==> src/rtl/tile_scanout.sv <==
// 640x480 raster scan engine: walks the tile ROM with wrapping per-frame scroll and
// emits registered RGB with aligned syncs. Define TILE_SCANOUT_GRID_EN for a tile-edge grid overlay.
module tile_scanout #(
    parameter int ADDRESS     = 13,
    parameter int COLOR_BITS  = 24,
    parameter int TILE_W_LOG2 = 7,
    parameter int TILE_H_LOG2 = 6,
    parameter int H_ACTIVE    = 640,
    parameter int H_FP        = 16,
    parameter int H_SYNC      = 96,
    parameter int H_BP        = 48,
    parameter int V_ACTIVE    = 480,
    parameter int V_FP        = 10,
    parameter int V_SYNC      = 2,
    parameter int V_BP        = 33,
    parameter bit SYNC_POL    = 1'b0
`ifdef TILE_SCANOUT_GRID_EN
    ,
    parameter logic [23:0] GRID_COLOR = 24'hFFFFFF
`endif
) (
    input  logic                   clk,
    input  logic                   rst,
    input  logic [TILE_W_LOG2-1:0] scroll_x,
    input  logic [TILE_H_LOG2-1:0] scroll_y,
    output logic [ADDRESS-1:0]     tile_addr,
    input  logic [COLOR_BITS-1:0]  tile_dout,
    output logic [COLOR_BITS-1:0]  rgb,
    output logic                   hsync,
    output logic                   vsync,
    output logic                   de,
    output logic                   frame_start
);

    localparam int H_TOTAL = H_ACTIVE + H_FP + H_SYNC + H_BP;
    localparam int V_TOTAL = V_ACTIVE + V_FP + V_SYNC + V_BP;
    localparam int HW      = $clog2(H_TOTAL);
    localparam int VW      = $clog2(V_TOTAL);

    localparam logic [HW-1:0] H_LAST   = HW'(H_TOTAL - 1);
    localparam logic [HW-1:0] H_ACT    = HW'(H_ACTIVE);
    localparam logic [HW-1:0] HS_START = HW'(H_ACTIVE + H_FP);
    localparam logic [HW-1:0] HS_END   = HW'(H_ACTIVE + H_FP + H_SYNC);
    localparam logic [VW-1:0] V_LAST   = VW'(V_TOTAL - 1);
    localparam logic [VW-1:0] V_ACT    = VW'(V_ACTIVE);
    localparam logic [VW-1:0] VS_START = VW'(V_ACTIVE + V_FP);
    localparam logic [VW-1:0] VS_END   = VW'(V_ACTIVE + V_FP + V_SYNC);

    generate
        if (ADDRESS != TILE_W_LOG2 + TILE_H_LOG2) begin : g_addr_chk
            $error("tile_scanout: ADDRESS must equal TILE_W_LOG2 + TILE_H_LOG2");
        end
    endgenerate

    logic [HW-1:0]          hcnt;
    logic [VW-1:0]          vcnt;
    logic [TILE_W_LOG2-1:0] sx;
    logic [TILE_H_LOG2-1:0] sy;

    logic                   vld_p0, hs_p0, vs_p0, fs_p0;
    logic [TILE_W_LOG2-1:0] tx_p0;
    logic [TILE_H_LOG2-1:0] ty_p0;
    logic                   vld_p1, hs_p1, vs_p1, fs_p1;

    // Stage 0: raster counters; scroll is captured only at the last pixel of a frame
    always_ff @(posedge clk or posedge rst) begin
        if (rst) begin
            hcnt <= '0;
            vcnt <= '0;
            sx   <= '0;
            sy   <= '0;
        end else if (hcnt == H_LAST) begin
            hcnt <= '0;
            if (vcnt == V_LAST) begin
                vcnt <= '0;
                sx   <= scroll_x;
                sy   <= scroll_y;
            end else begin
                vcnt <= vcnt + VW'(1);
            end
        end else begin
            hcnt <= hcnt + HW'(1);
        end
    end

    assign vld_p0 = (hcnt < H_ACT) && (vcnt < V_ACT);
    assign hs_p0  = (hcnt >= HS_START && hcnt < HS_END) ? SYNC_POL : ~SYNC_POL;
    assign vs_p0  = (vcnt >= VS_START && vcnt < VS_END) ? SYNC_POL : ~SYNC_POL;
    assign fs_p0  = (hcnt == '0) && (vcnt == '0);
    // Carry out is dropped on purpose so the tile wraps seamlessly
    assign tx_p0  = hcnt[TILE_W_LOG2-1:0] + sx;
    assign ty_p0  = vcnt[TILE_H_LOG2-1:0] + sy;

`ifdef TILE_SCANOUT_GRID_EN
    localparam logic [COLOR_BITS-1:0] GRID_C = COLOR_BITS'(GRID_COLOR);
    logic grid_p0, grid_p1;
    assign grid_p0 = vld_p0 && ((hcnt[TILE_W_LOG2-1:0] == '0) || (vcnt[TILE_H_LOG2-1:0] == '0));
`endif

    // Stage 1: ROM address and control registered together
    always_ff @(posedge clk or posedge rst) begin
        if (rst) begin
            tile_addr <= '0;
            vld_p1    <= 1'b0;
            hs_p1     <= ~SYNC_POL;
            vs_p1     <= ~SYNC_POL;
            fs_p1     <= 1'b0;
`ifdef TILE_SCANOUT_GRID_EN
            grid_p1   <= 1'b0;
`endif
        end else begin
            tile_addr <= {ty_p0, tx_p0};
            vld_p1    <= vld_p0;
            hs_p1     <= hs_p0;
            vs_p1     <= vs_p0;
            fs_p1     <= fs_p0;
`ifdef TILE_SCANOUT_GRID_EN
            grid_p1   <= grid_p0;
`endif
        end
    end

    // Stage 2: capture ROM data, blank outside the active area
    always_ff @(posedge clk or posedge rst) begin
        if (rst) begin
            rgb         <= '0;
            de          <= 1'b0;
            hsync       <= ~SYNC_POL;
            vsync       <= ~SYNC_POL;
            frame_start <= 1'b0;
        end else begin
`ifdef TILE_SCANOUT_GRID_EN
            if (!vld_p1)
                rgb <= '0;
            else if (grid_p1)
                rgb <= GRID_C;
            else
                rgb <= tile_dout;
`else
            rgb         <= vld_p1 ? tile_dout : '0;
`endif
            de          <= vld_p1;
            hsync       <= hs_p1;
            vsync       <= vs_p1;
            frame_start <= fs_p1;
        end
    end

endmodule

==> config.mk <==
export PLATFORM = sky130hd
export DESIGN_NAME = tile_scanout
export DESIGN_NICKNAME = d
export VERILOG_FILES = /design/src/rtl/tile_scanout.sv
export SDC_FILE = /design/constraint.sdc
export NUM_CORES = 1
export LEC_CHECK = 0
export CORE_UTILIZATION = 55
export CTS_BUF_LIST = sky130_fd_sc_hd__clkbuf_8
export DETAILED_ROUTE_END_ITERATION = 8
export PLACE_DENSITY = 0.85
export SYNTH_ARGS = -nofsm -noshare
export SYNTH_HDL_FRONTEND = slang
export SYNTH_SLANG_ARGS = --single-unit
==> constraint.sdc <==
create_clock -name clk -period 5.5 [get_ports clk]
set_clock_uncertainty 0.1 [all_clocks]
set_input_delay 1.1 -clock clk [delete_from_list [all_inputs] [get_ports clk]]
set_output_delay 1.1 -clock clk [all_outputs]
set_load 0.03 [all_outputs]
==> impl_metrics.ini, run 1 <==
[sta]
timing_worst_slew_pin_value_ns = 0.896
min_period_over_period = 0.493
timing.fmax_mhz = 369
report.final.setup_viol = 0
grt_setup_unrepaired = false
setup-tns-final_ns = 0
report.final.hold_viol_count = 0
timing_max_transition_violations_final = 0
finalCriticalPeriod_ns = 2.71
setup_slack_ns = 2.79
worst_slew_margin_relative_to_its_limit = 0.402

[logic_synthesis]
number_of_enable_flip_flop_cells_after_synthesis = 0
yosys_register_bits = 78
post_synth_main_area_contributors = dfrtp_1 (55%), ha_1 (5.6%), and2_1 (4.7%), dfstp_2 (3.1%), mux2_4 (3.1%)
most_frequent_cell_after_synthesis = dfrtp_1
postSynthNetCount = 320
synth-seq-area-share = 0.585
async_set_or_reset_flop_fraction_in_the_synthesized_netlist = 1.00
synth_warnings = 0
post_synth.cell_area_avg_um2 = 12.7
yosysTopAreaCell = dfrtp_1
synthDistinctLibCells = 39
synth_flop_cell = dfrtp_1
syn_inst = 264
synthTopCellsByCount = dfrtp_1 (74), and2_1 (25), ha_1 (15)
synth_top_area_frac = 0.554
mappedNetlistArea_um2 = 3340

[global_routing]
grt_antenna_before_repair = 0
grt_start_max_net_pins = 47
final_global_route_overflow_total = 0
first_global_vias = 2158
grt_pass1_wl_mm = 9.67
global_route.usage.total = 0.204

[die]
ios = 80
floorplan.die_area_um2 = 6390
fp.coreArea_um2 = 5890
initial_utilization = 0.568
die_h_um = 80.0
rows = 28
die_x_um = 80.0

[hold_path]
hold_path_startpoint = vs_p1$_DFF_PP1_
timing.hold.worst_endpoint = vsync$_DFF_PP1_
hold_path_class = reg -> reg
whs_path_depth = 0

[worst_setup_path]
worst-r2r-cell-count = 4
critical-path-top-delay-family = buffers and inverters
r2r-end = sx[3]$_DFFE_PP0P_
launch_point_of_the_worst_path = hsync$_DFF_PP1_
critical_path_arrival_ns = 1.51
crit_fanout = 1
timing.critical_path.buf_inv = 1
worst_path_largest_cell_delay_ns = 0.66
cp_cell_sequence = clkdlybuf4s50_1
setup.worst_path.start_class = flop
crit-reg2reg-launch = hcnt[5]$_DFF_PP0_
setup.reg_to_reg.worst_slack_ns = 2.90
crit_path_top_delay_cell = clkdlybuf4s50_1
path_class = reg -> out
end_kind = output port
worst_ep_required_time_ns = 4.30

[clock_network]
postCtsSetupRepairBufs = 0
clk-insertion-delay-late_ns = 0.34
cts.reportedPaths.clkPinSlew_ns = 0.08
tritoncts = done
clock_path_buffers = 2
master_cell_of_the_clock_root_buffer = clkbuf_8
cts_made_buffers = 9
holdBufCountCts = 0
number_of_h_tree_levels = 3
clock-sinks = 78
cts_repair_resize_count = 0

[pwr]
power.static_leakage_nw = 2.00
power_density_nw_per_um2 = 260
max-vdd-ir-drop_mv = 0.177

[job]
maxCapViolCount = 0

[route]
routed_via_density = 5.16
totalWireLength_mm = 5.87
drcViolationCount = 0
first_pass_drt_iterations = 4
vias = 2200
wl_per_cell_um = 13.8
detail-route-antenna-nets = 0
drt_iter0_drc = 84

[place]
buffer_ports.inserted = 79
dpl_worst_slack_ns = 2.72
gpl.final_weighted_congestion = 0.834
hpwlAfterDp_mm = 4.13

[final_layout]
sequential_cell_area_um2 = 1960
nets = 402
syn_to_final_growth_pct = 31.6
multiInputGateArea_um2 = 1280
antenna-diode-count = 0
drive_above_1_share = 0.111
nFillCells = 390

[outcome]
run_status = completed
## logic make-up (layout without fill, tap and decap cells)
group / count (synthesis) / after routing / synth area share
simple gates: 93 / 93 / 0.164
flops: 78 / 78 / 0.585
xor+xnor: 23 / 23 / 0.0625
compound gates: 21 / 21 / 0.0371
buf+inv: 19 / 106 / 0.0314
fa+ha+maj: 17 / 17 / 0.0681
mux: 13 / 13 / 0.0516
## metal layers
layer / wire (um) / share of wire / up-vias / global-route usage
met2: 2680 / 0.46 / 82 / 0.318
met5: 0 / 0 / - / 0
met4: 125 / 0.021 / 0 / 0.0911
met3: 379 / 0.065 / 14 / 0.0571
met1: 2680 / 0.46 / 1040 / 0.264
li1: - / - / 1064 / -
## report_power, final
part	leakage, nW	internal, mW	total (mW)	switching [mW]
registers	0.986	0.582	0.584	0.00221
clock network	0.113	0.271	0.480	0.209
logic	0.900	0.0433	0.0808	0.0375
## state kept, by name, indices dropped and copies added (netlist names)
register / flops
hs_p1: 1
fs_p1: 1
vs_p1: 1
de: 1
vsync: 1
sy: 6
hcnt: 10
sx: 7
hsync: 1
vld_p1: 1
rgb: 24
vcnt: 10
frame_start: 1
tile_addr: 13
## cell type report
class | count | area share
clock inverters | 6 | 0.0213
multi-input cells | 167 | 0.291
clock buffers | 10 | 0.0313
repair buffers | 80 | 0.181
flip-flops and latches | 78 | 0.445
well taps | 75 | 0.0213
inverters | 10 | 0.00853
## layout by cell type, fill, tap and decap left out, types with 2 or more instances in the layout
cell	Yosys	routed
and4_1	3	3
nor2_1	8	8
dfstp_2	4	4
nor4_1	7	7
mux2_2	6	6
ha_1	15	15
nand4_1	4	4
xnor2_1	11	11
nor2b_1	4	4
dfrtp_1	74	74
and2_1	25	25
mux2_4	7	7
fa_1	2	2
clkdlybuf4s50_1	0	79
bufinv_16	0	2
o21ai_0	6	6
inv_1	10	9
and3_1	5	5
xor2_1	11	11
a21oi_1	8	8
nor3_1	5	5
nand3_1	12	12
o211ai_1	3	3
clkinv_4	0	2
or3_1	2	2
nand2_1	11	11
clkbuf_8	0	10
## worst max path at each step
stage          cells past startpoint          endpoint
3_3_place_gp                       3  rgb[6]$_DFF_PP0_
3_5_place_dp                       3  rgb[4]$_DFF_PP0_
6_report                           1             hsync
2_1_floorplan                      1      de$_DFF_PP0_
5_1_grt                            1             hsync
4_1_cts                            1             hsync
## through the flow
stage                     utilization  hold WS [ns]  power, mW  cells  area [um2]
final                           0.747         0.257       1.15    426        4400
after global routing            0.747         0.264       1.19    426        4400
after CTS                       0.747         0.258       1.16    426        4400
after detailed placement        0.708         0.247      0.678    410        4170
after global placement          0.708         0.231      0.676    410        4170
after floorplan                     -         0.231      0.629    264        3340
(Power assumes the default switching activity.)
==> inputs of run 2 (changes only) <==
Settings changed: CORE_UTILIZATION 55 to 46, PLACE_DENSITY 0.85 to 0.76.
Clock period 5.5 ns to 2.4 ns, I/O delays scaled along.
==> impl_metrics.ini, run 2 (synthesis results as in run 1) <==
[outcome]
run_status = completed

[final_layout]
antenna-diode-count = 0
drive_above_1_share = 0.144
syn_to_final_growth_pct = 36.7
largestRegisters = rgb: 24 flops, tile_addr: 13 flops
sequential_cell_area_um2 = 1960
final_core_utilization = 0.662
largest_register = rgb
nFillCells = 525
multiInputGateArea_um2 = 1280
most_common_library_cell_in_the_layout_ignoring_fill_and_taps = clkdlybuf4s50_1
largest_reg_flops = 24
nets = 418
layout_common_cells = clkdlybuf4s50_1 (79), dfrtp_1 (74), and2_1 (25)
instances_no_fill = 463

[route]
drt_iter0_drc = 85
vias = 2328
routed_via_density = 5.03
wl_per_cell_um = 14.1
first_pass_drt_iterations = 4
detail-route-antenna-nets = 0
totalWireLength_mm = 6.52
drcViolationCount = 0

[place]
buffer_ports.inserted = 79
placedCellCount = 447
dpl_worst_slack_ns = 0.0993
hpwlAfterDp_mm = 4.67
gpl.final_weighted_congestion = 0.856

[global_routing]
final_global_route_overflow_total = 0
first_global_vias = 2292
grt_start_max_net_pins = 79
globalRouteMet1Util = 0.237
grt_antenna_before_repair = 0
global_route.usage.met2 = 0.295
grt_pass1_wl_mm = 10.6
global_route.usage.total = 0.185
top_usage_layer = met2
use_met3 = 0.0455

[die]
rows = 30
die_h_um = 87.3
ios = 80
fp.coreArea_um2 = 6910
die_x_um = 87.3
initial_utilization = 0.484
floorplan.die_area_um2 = 7610

[sta]
report.final.setup_viol = 0
min_period_over_period = 0.957
report.final.hold_viol_count = 0
timing_worst_slew_pin_value_ns = 0.534
timing_max_transition_violations_final = 0
finalCriticalPeriod_ns = 2.30
setup_slack_ns = 0.103
grt_setup_unrepaired = false
setup-tns-final_ns = 0
timing.fmax_mhz = 435
worst_slew_margin_relative_to_its_limit = 0.644

[worst_setup_path]
path_class = reg -> reg
cp_cell_sequence = or4b_1 -> or3_1 -> nor2_8 -> mux2_2
worst-r2r-cell-count = 4
critical_path_arrival_ns = 2.43
worst_path_largest_cell_delay_ns = 0.54
crit_path_top_delay_cell = or4b_1
crit-reg2reg-launch = hcnt[5]$_DFF_PP0_
endpoint = sx[5]$_DFFE_PP0P_
r2r-end = sx[5]$_DFFE_PP0P_
end_kind = flop
crit_fanout = 16
launch_point_of_the_worst_path = hcnt[5]$_DFF_PP0_
worst_ep_required_time_ns = 2.53
setup.reg_to_reg.worst_slack_ns = 0.10
setup.worst_path.start_class = flop

[clock_network]
cts.reportedPaths.clkPinSlew_ns = 0.08
holdBufCountCts = 0
clock-sinks = 78
clk-insertion-delay-late_ns = 0.34
clock_path_buffers = 2
postCtsSetupRepairBufs = 0
master_cell_of_the_clock_root_buffer = clkbuf_8
tritoncts = done
cts_repair_resize_count = 0
cts_made_buffers = 9
number_of_h_tree_levels = 3

[pwr]
totalPowerFinal_mw = 2.68
power_density_nw_per_um2 = 587
power.static_leakage_nw = 2.09
max-vdd-ir-drop_mv = 0.328

[job]
maxCapViolCount = 0

[hold_path]
hold_path_class = reg -> reg
## run 2: cell count changes in the layout (fill, tap and decap cells not counted), sizes merged
cell,change
buf,+16
bufinv,+1
clkbuf,-1
## run 2: power breakdown
part | leakage, nW | switching (mW) | internal, mW
registers | 0.986 | 0.00472 | 1.33
clock network | 0.126 | 0.467 | 0.687
logic | 0.981 | 0.0896 | 0.102
## run 2: per-layer routing
metal,vias to the layer above,share of wire
met5,-,0
met4,0,0.018
met3,11,0.070
met2,93,0.47
met1,1127,0.44
li1,1097,-
## run 2: metrics by stage
step	area, um2	hold WS (ns)
after floorplan	3350	0.231
after global placement	4330	0.235
after detailed placement	4330	0.239
after CTS	4570	0.256
after global routing	4570	0.262
final	4570	0.263
## run 2: cell type report
cell class,count,area share
Inverter,10,0.00904
Sequential cell,78,0.428
Tap cell,96,0.0263
Timing Repair Buffer,96,0.204
Clock inverter,7,0.0252
Clock buffer,9,0.0271
Multi-Input combinational cell,167,0.280
## run 2: worst min-delay path by stage
stage / startpoint / end / slack [ns] / cells past startpoint
6_report: hs_p1$_DFF_PP1_ / hsync$_DFF_PP1_ / 0.26 / 0
2_1_floorplan: fs_p1$_DFF_PP0_ / frame_start$_DFF_PP0_ / 0.23 / 0
3_3_place_gp: fs_p1$_DFF_PP0_ / frame_start$_DFF_PP0_ / 0.23 / 0
4_1_cts: fs_p1$_DFF_PP0_ / frame_start$_DFF_PP0_ / 0.26 / 0
5_1_grt: fs_p1$_DFF_PP0_ / frame_start$_DFF_PP0_ / 0.26 / 0
3_5_place_dp: fs_p1$_DFF_PP0_ / frame_start$_DFF_PP0_ / 0.24 / 0
## run 2: critical path, delay by kind of cell, from the launching register on
family / cells / cell delay, ns
and+or+nand+nor: 3 / 1.33
DFF: 1 / 0.38
muxes: 1 / 0.38
==> inputs of run 3 (changes only) <==
Settings changed: CORE_UTILIZATION 46 to 45, CTS_BUF_LIST sky130_fd_sc_hd__clkbuf_8 to not set, PLACE_DENSITY 0.76 to 0.74, SETUP_SLACK_MARGIN set to 0.15.
==> impl_metrics.ini, run 3 (synthesis results as in run 1) <==
[worst_setup_path]
end_kind = flop
path_class = reg -> reg
timing.critical_path.buf_inv = 1
cp_cell_sequence = or4b_1 -> or3_4 -> buf_4 -> or3_4 -> xnor2_2
worst_ep_required_time_ns = 2.53
critical_path_arrival_ns = 2.31
setup.worst_path.start_class = flop
crit_fanout = 7
crit-reg2reg-launch = hcnt[5]$_DFF_PP0_
worst_path_largest_cell_delay_ns = 0.56
crit_top_cell = or3_4
launch_point_of_the_worst_path = hcnt[5]$_DFF_PP0_
critical-path-top-delay-family = simple AND/OR/NAND/NOR gates
crit_path_top_delay_cell = or4b_1

[place]
dpl_worst_slack_ns = 0.112
hpwlAfterDp_mm = 4.38
buffer_ports.inserted = 79
detailed_place.area_um2 = 4320
gpl.final_weighted_congestion = 0.827

[sta]
timing_worst_slew_pin_value_ns = 0.484
setup-tns-final_ns = 0
grt_setup_unrepaired = false
finalCriticalPeriod_ns = 2.18
worst_slew_margin_relative_to_its_limit = 0.678
report.final.setup_viol = 0
timing.fmax_mhz = 459
min_period_over_period = 0.908
timing_max_transition_violations_final = 0
timing.hold.ws_ns = 0.258
report.final.hold_viol_count = 0
setup_slack_ns = 0.221

[route]
wl_met3_um = 404
totalWireLength_mm = 6.17
detail-route-antenna-nets = 0
vias = 2266
first_pass_drt_iterations = 4
dr.max_layer_used = met4
routed_via_density = 4.87
drt_iter0_drc = 112
drcViolationCount = 0
route.met2.wl_mm = 2.68
m1WireLength_mm = 2.96
wl_per_cell_um = 13.3

[die]
initial_utilization = 0.463
rows = 31
floorplan.die_area_um2 = 7780
die_x_um = 88.2
die_h_um = 88.2
ios = 80
fp.coreArea_um2 = 7210

[pwr]
internal_power_mw = 2.02
part_of_the_power_in_combinational_logic = 0.075
p_seq_frac = 0.521
switching_power_as_a_share_of_total_power = 0.212
power_density_nw_per_um2 = 563
power.static_leakage_nw = 2.07
pwr-share-clk = 0.404
power.net_switching_mw = 0.545
max-vdd-ir-drop_mv = 0.433

[clock_network]
clk-insertion-delay-late_ns = 0.35
tritoncts = done
master_cell_of_the_clock_root_buffer = clkbuf_8
holdBufCountCts = 0
cts_made_buffers = 9
number_of_h_tree_levels = 3
cts.reportedPaths.clkPinSlew_ns = 0.07
clock_path_buffers = 2
clock-sinks = 78

[final_layout]
drive_above_1_share = 0.142
nets = 417
nFillCells = 552
antenna-diode-count = 0
final_core_utilization = 0.633
fin_area_um2 = 4560
layout_common_cells = clkdlybuf4s50_1 (79), dfrtp_1 (74), and2_1 (25)
syn_to_final_growth_pct = 36.5
largestRegisters = rgb: 24 flops, tile_addr: 13 flops
most_common_library_cell_in_the_layout_ignoring_fill_and_taps = clkdlybuf4s50_1
largest_register = rgb
largest_reg_flops = 24

[hold_path]
hold_path_startpoint = vs_p1$_DFF_PP1_
hold_path_class = reg -> reg

[global_routing]
first_global_vias = 2090
grt_start_max_net_pins = 46
final_global_route_overflow_total = 0
grt_pass1_wl_mm = 9.89
grt_antenna_before_repair = 0
global_route.usage.total = 0.170

[outcome]
run_status = completed

[job]
maxCapViolCount = 0
==> run 3: cell types whose count changed in the layout (fill, tap and decap cells not counted), moves of 2 or more <==
cell and change:
inv_1 -2, clkbuf_1 +3, buf_4 -3, clkinv_4 -2, buf_12 +2
==> run 3: worst reg2reg max path, cell delays in order, from the launching register on <==
cell	delay [ns]
dfrtp_1	0.38
or4b_1	0.56
or3_4	0.39
buf_4	0.17
or3_4	0.33
xnor2_2	0.13
==> run 3: layout make-up <==
| type | instances | area (um2) | share of cell area |
|---|---|---|---|
| inverters | 10 | 41.3 | 0.00905 |
| repair buffers | 95 | 948 | 0.208 |
| flip-flops and latches | 78 | 1960 | 0.429 |
| well taps | 99 | 124 | 0.0271 |
| multi-input cells | 167 | 1290 | 0.282 |
| clock inverters | 4 | 72.6 | 0.0159 |
| clock buffers | 12 | 135 | 0.0296 |
==> run 3: power groups by stage <==
stage | clock (mW) | sequential [mW] | combinational [mW]
floorplan | 0 | 1.41 | 0.0334
global placement | 0 | 1.36 | 0.195
detailed placement | 0 | 1.36 | 0.196
CTS | 1.07 | 1.34 | 0.197
global route | 1.12 | 1.34 | 0.210
finish | 1.04 | 1.34 | 0.193
==> run 3: per-layer routing <==
metal	up-vias	global-route usage
met1	1080	0.227
li1	1095	-
met4	0	0.0836
met5	-	0
met3	10	0.0424
met2	81	0.260
==> run 3: worst paths after layout <==
path	depth (start not counted)	slack, ns	endpoint
min in group asynchronous	3	0.45	rgb[22]$_DFF_PP0_
hold reg to reg	0	0.26	vsync$_DFF_PP1_
setup reg to reg	5	0.22	vcnt[8]$_DFFE_PP0N_
setup / recovery	5	0.22	vcnt[8]$_DFFE_PP0N_
max in group asynchronous	3	1.45	vs_p1$_DFF_PP1_
hold / removal	0	0.26	vsync$_DFF_PP1_
==> run 3: repair_timing <==
action / CTS / global route
pin swaps: 1 / 0
buffers inserted: 3 / 0
setup endpoints to repair: 7 / 6
gates resized for setup: 0 / 1
==> run 3: per-stage QoR <==
step | std cells | total power, mW
floorplan | 264 | 1.44
global placement | 446 | 1.56
detailed placement | 446 | 1.56
CTS | 465 | 2.60
global route | 465 | 2.67
finish | 465 | 2.57
==> RTL change (config.mk and constraints of run 2) <==
Make the reset (`rst`) synchronous in 3 clocked blocks.
--- a/src/rtl/tile_scanout.sv
+++ b/src/rtl/tile_scanout.sv
@@ -63,7 +63,7 @@
     logic                   vld_p1, hs_p1, vs_p1, fs_p1;
 
     // Stage 0: raster counters; scroll is captured only at the last pixel of a frame
-    always_ff @(posedge clk or posedge rst) begin
+    always_ff @(posedge clk) begin
         if (rst) begin
             hcnt <= '0;
             vcnt <= '0;
@@ -98,7 +98,7 @@
 `endif
 
     // Stage 1: ROM address and control registered together
-    always_ff @(posedge clk or posedge rst) begin
+    always_ff @(posedge clk) begin
         if (rst) begin
             tile_addr <= '0;
             vld_p1    <= 1'b0;
@@ -121,7 +121,7 @@
     end
 
     // Stage 2: capture ROM data, blank outside the active area
-    always_ff @(posedge clk or posedge rst) begin
+    always_ff @(posedge clk) begin
         if (rst) begin
             rgb         <= '0;
             de          <= 1'b0;
Behaviour: differs if rst is asserted again (counterexample within 4 cycles, from zero or initial values and one cycle with rst high); with rst held inactive, the same outputs for 10 cycles.
==> RTL change against run 2 <==
  * Core utilization decreased by 2.1 points
  * Die area decreased by 3.1%
  * Combinational power increased by 12%
  * Sequential cell count unchanged
  * Area after synthesis decreased by 3.1%
  * Total power decreased by 2.3%
  * Critical path depth increased by 2
  * Worst setup slack improved by 0.035 ns
  * Sequential share of layout area decreased by 6.9 points
  * Cell area decreased by 4.7%
  * Routed wire length increased by 0.31%
  * Critical path type unchanged
  * Largest power group unchanged
  * Highest routed layer unchanged
==> RTL change: results (changes against run 2) <==
stage,metric,value,unit,change
status,status,completed,,
drt,drt_iter0_drc,107,,+26%
placed_design,dp.cells,498,,+11%
placed_design,gp_congestion,0.786,,-8.2%
cells_and_area,drive_above_1_share,8.13,%,-6.3 points
drt,vias,2607,,+12%
critical_path,path_max_fanout,21,,+5
synthesis,yosysUniqueCellTypes,48,,+23%
synthesis,synth_fa_ha_area_share,7.03,%,+0.22 points
drt,wl_per_cell,12.7,um,-9.6%
synthesis,syn_avg_cell_area,9.75,um2,-23%
synthesis,synthTopCellsByCount,"78 x dfxtp_1, 39 x nand2_1, 25 x and2_1",,
sta,fin_hold_ws,0.311,ns,+0.0479 ns
power_and_ir_drop,clockPowerShare,40.9,%,-2.1 points
synthesis,ys_seq_area_share,48.2,%,-10 points
cells_and_area,final_cells,514,,+11%
global_routing,grt_util_all_layers,18.5,%,+0.033 points
power_and_ir_drop,pg_comb,0.216,mW,+12%
power_and_ir_drop,p_clk,1.07,mW,-7%
synthesis,synth_area_leaders,"dfxtp_1 48%, ha_1 5.8%, mux2i_1 4.9%",,
die,coreArea,0.00679,mm2,-1.6%
critical_path,worst_path_max_delay_cell,or3_4,,
synthesis,synth_nets,388,,+21%
power_and_ir_drop,p_leak,1.65,nW,-21%
global_routing,grt_pass1_wl,10.7,mm,+0.46%
critical_path,max_stage_delay,0.48,ns,-0.06 ns
critical_path,rrSetupSlack,0.14,ns,+0.04 ns
synthesis,synth-compound-area-share,5.33,%,+1.6 points
global_routing,grt_start_max_net_pins,35,,-56%
global_routing,grt_pass1_vias,2359,,+2.9%
power_and_ir_drop,peakVddDrop,0.392,mV,+19%
cells_and_area,num-nets-final,469,,+12%
[RTL change: changes by cell type after synthesis, moves of 6 or more]
cell             run 2  this run
clkbuf_1             4        10
dfrtp_1             74         0
mux2_2               6         0
dfxtp_1              0        78
nor3_1               5        13
mux2i_1              0        16
nor2_1               8        18
nand2_1             11        39
mux2_4               7         0
xor2_1              11         5
[RTL change: final timing paths]
check,from,end,depth (start not counted)
setup reg to reg,hcnt[0],sx[3],6
hold reg to reg,hs_p1,hsync,1
setup / recovery,hcnt[0],sx[3],6
hold / removal,hs_p1,hsync,1
[RTL change: through the flow]
| stage | instance area, um2 | setup slack, ns |
|---|---|---|
| floorplan | 3240 | 0.331 |
| global placement | 4130 | 0.199 |
| detailed placement | 4130 | 0.0783 |
| CTS | 4350 | 0.0807 |
| global route | 4350 | 0.0117 |
| finish | 4350 | 0.138 |
[RTL change: logic make-up after synthesis]
kind of cell	after synthesis
simple gates	150
flops	78
buf+inv	27
compound gates	26
xor+xnor	18
fa+ha+maj	17
mux	16
[RTL change: cell type report]
| class | instances | area, um2 |
|---|---|---|
| clock buffers | 10 | 138 |
| clock inverters | 6 | 85.1 |
| fillers | 587 | 2440 |
| inverters | 10 | 37.5 |
| multi-input cells | 227 | 1550 |
| flip-flops and latches | 78 | 1560 |
| well taps | 96 | 120 |
| repair buffers | 87 | 863 |
[RTL change: per-layer routing]
metal | vias to the layer above | GRT usage (%) | routed length (um)
met2 | 109 | 29.9 | 2900
met5 | - | 0 | 0
li1 | 1304 | - | -
met4 | 0 | 6.82 | 88
met3 | 7 | 5.00 | 468
met1 | 1187 | 23.8 | 3090
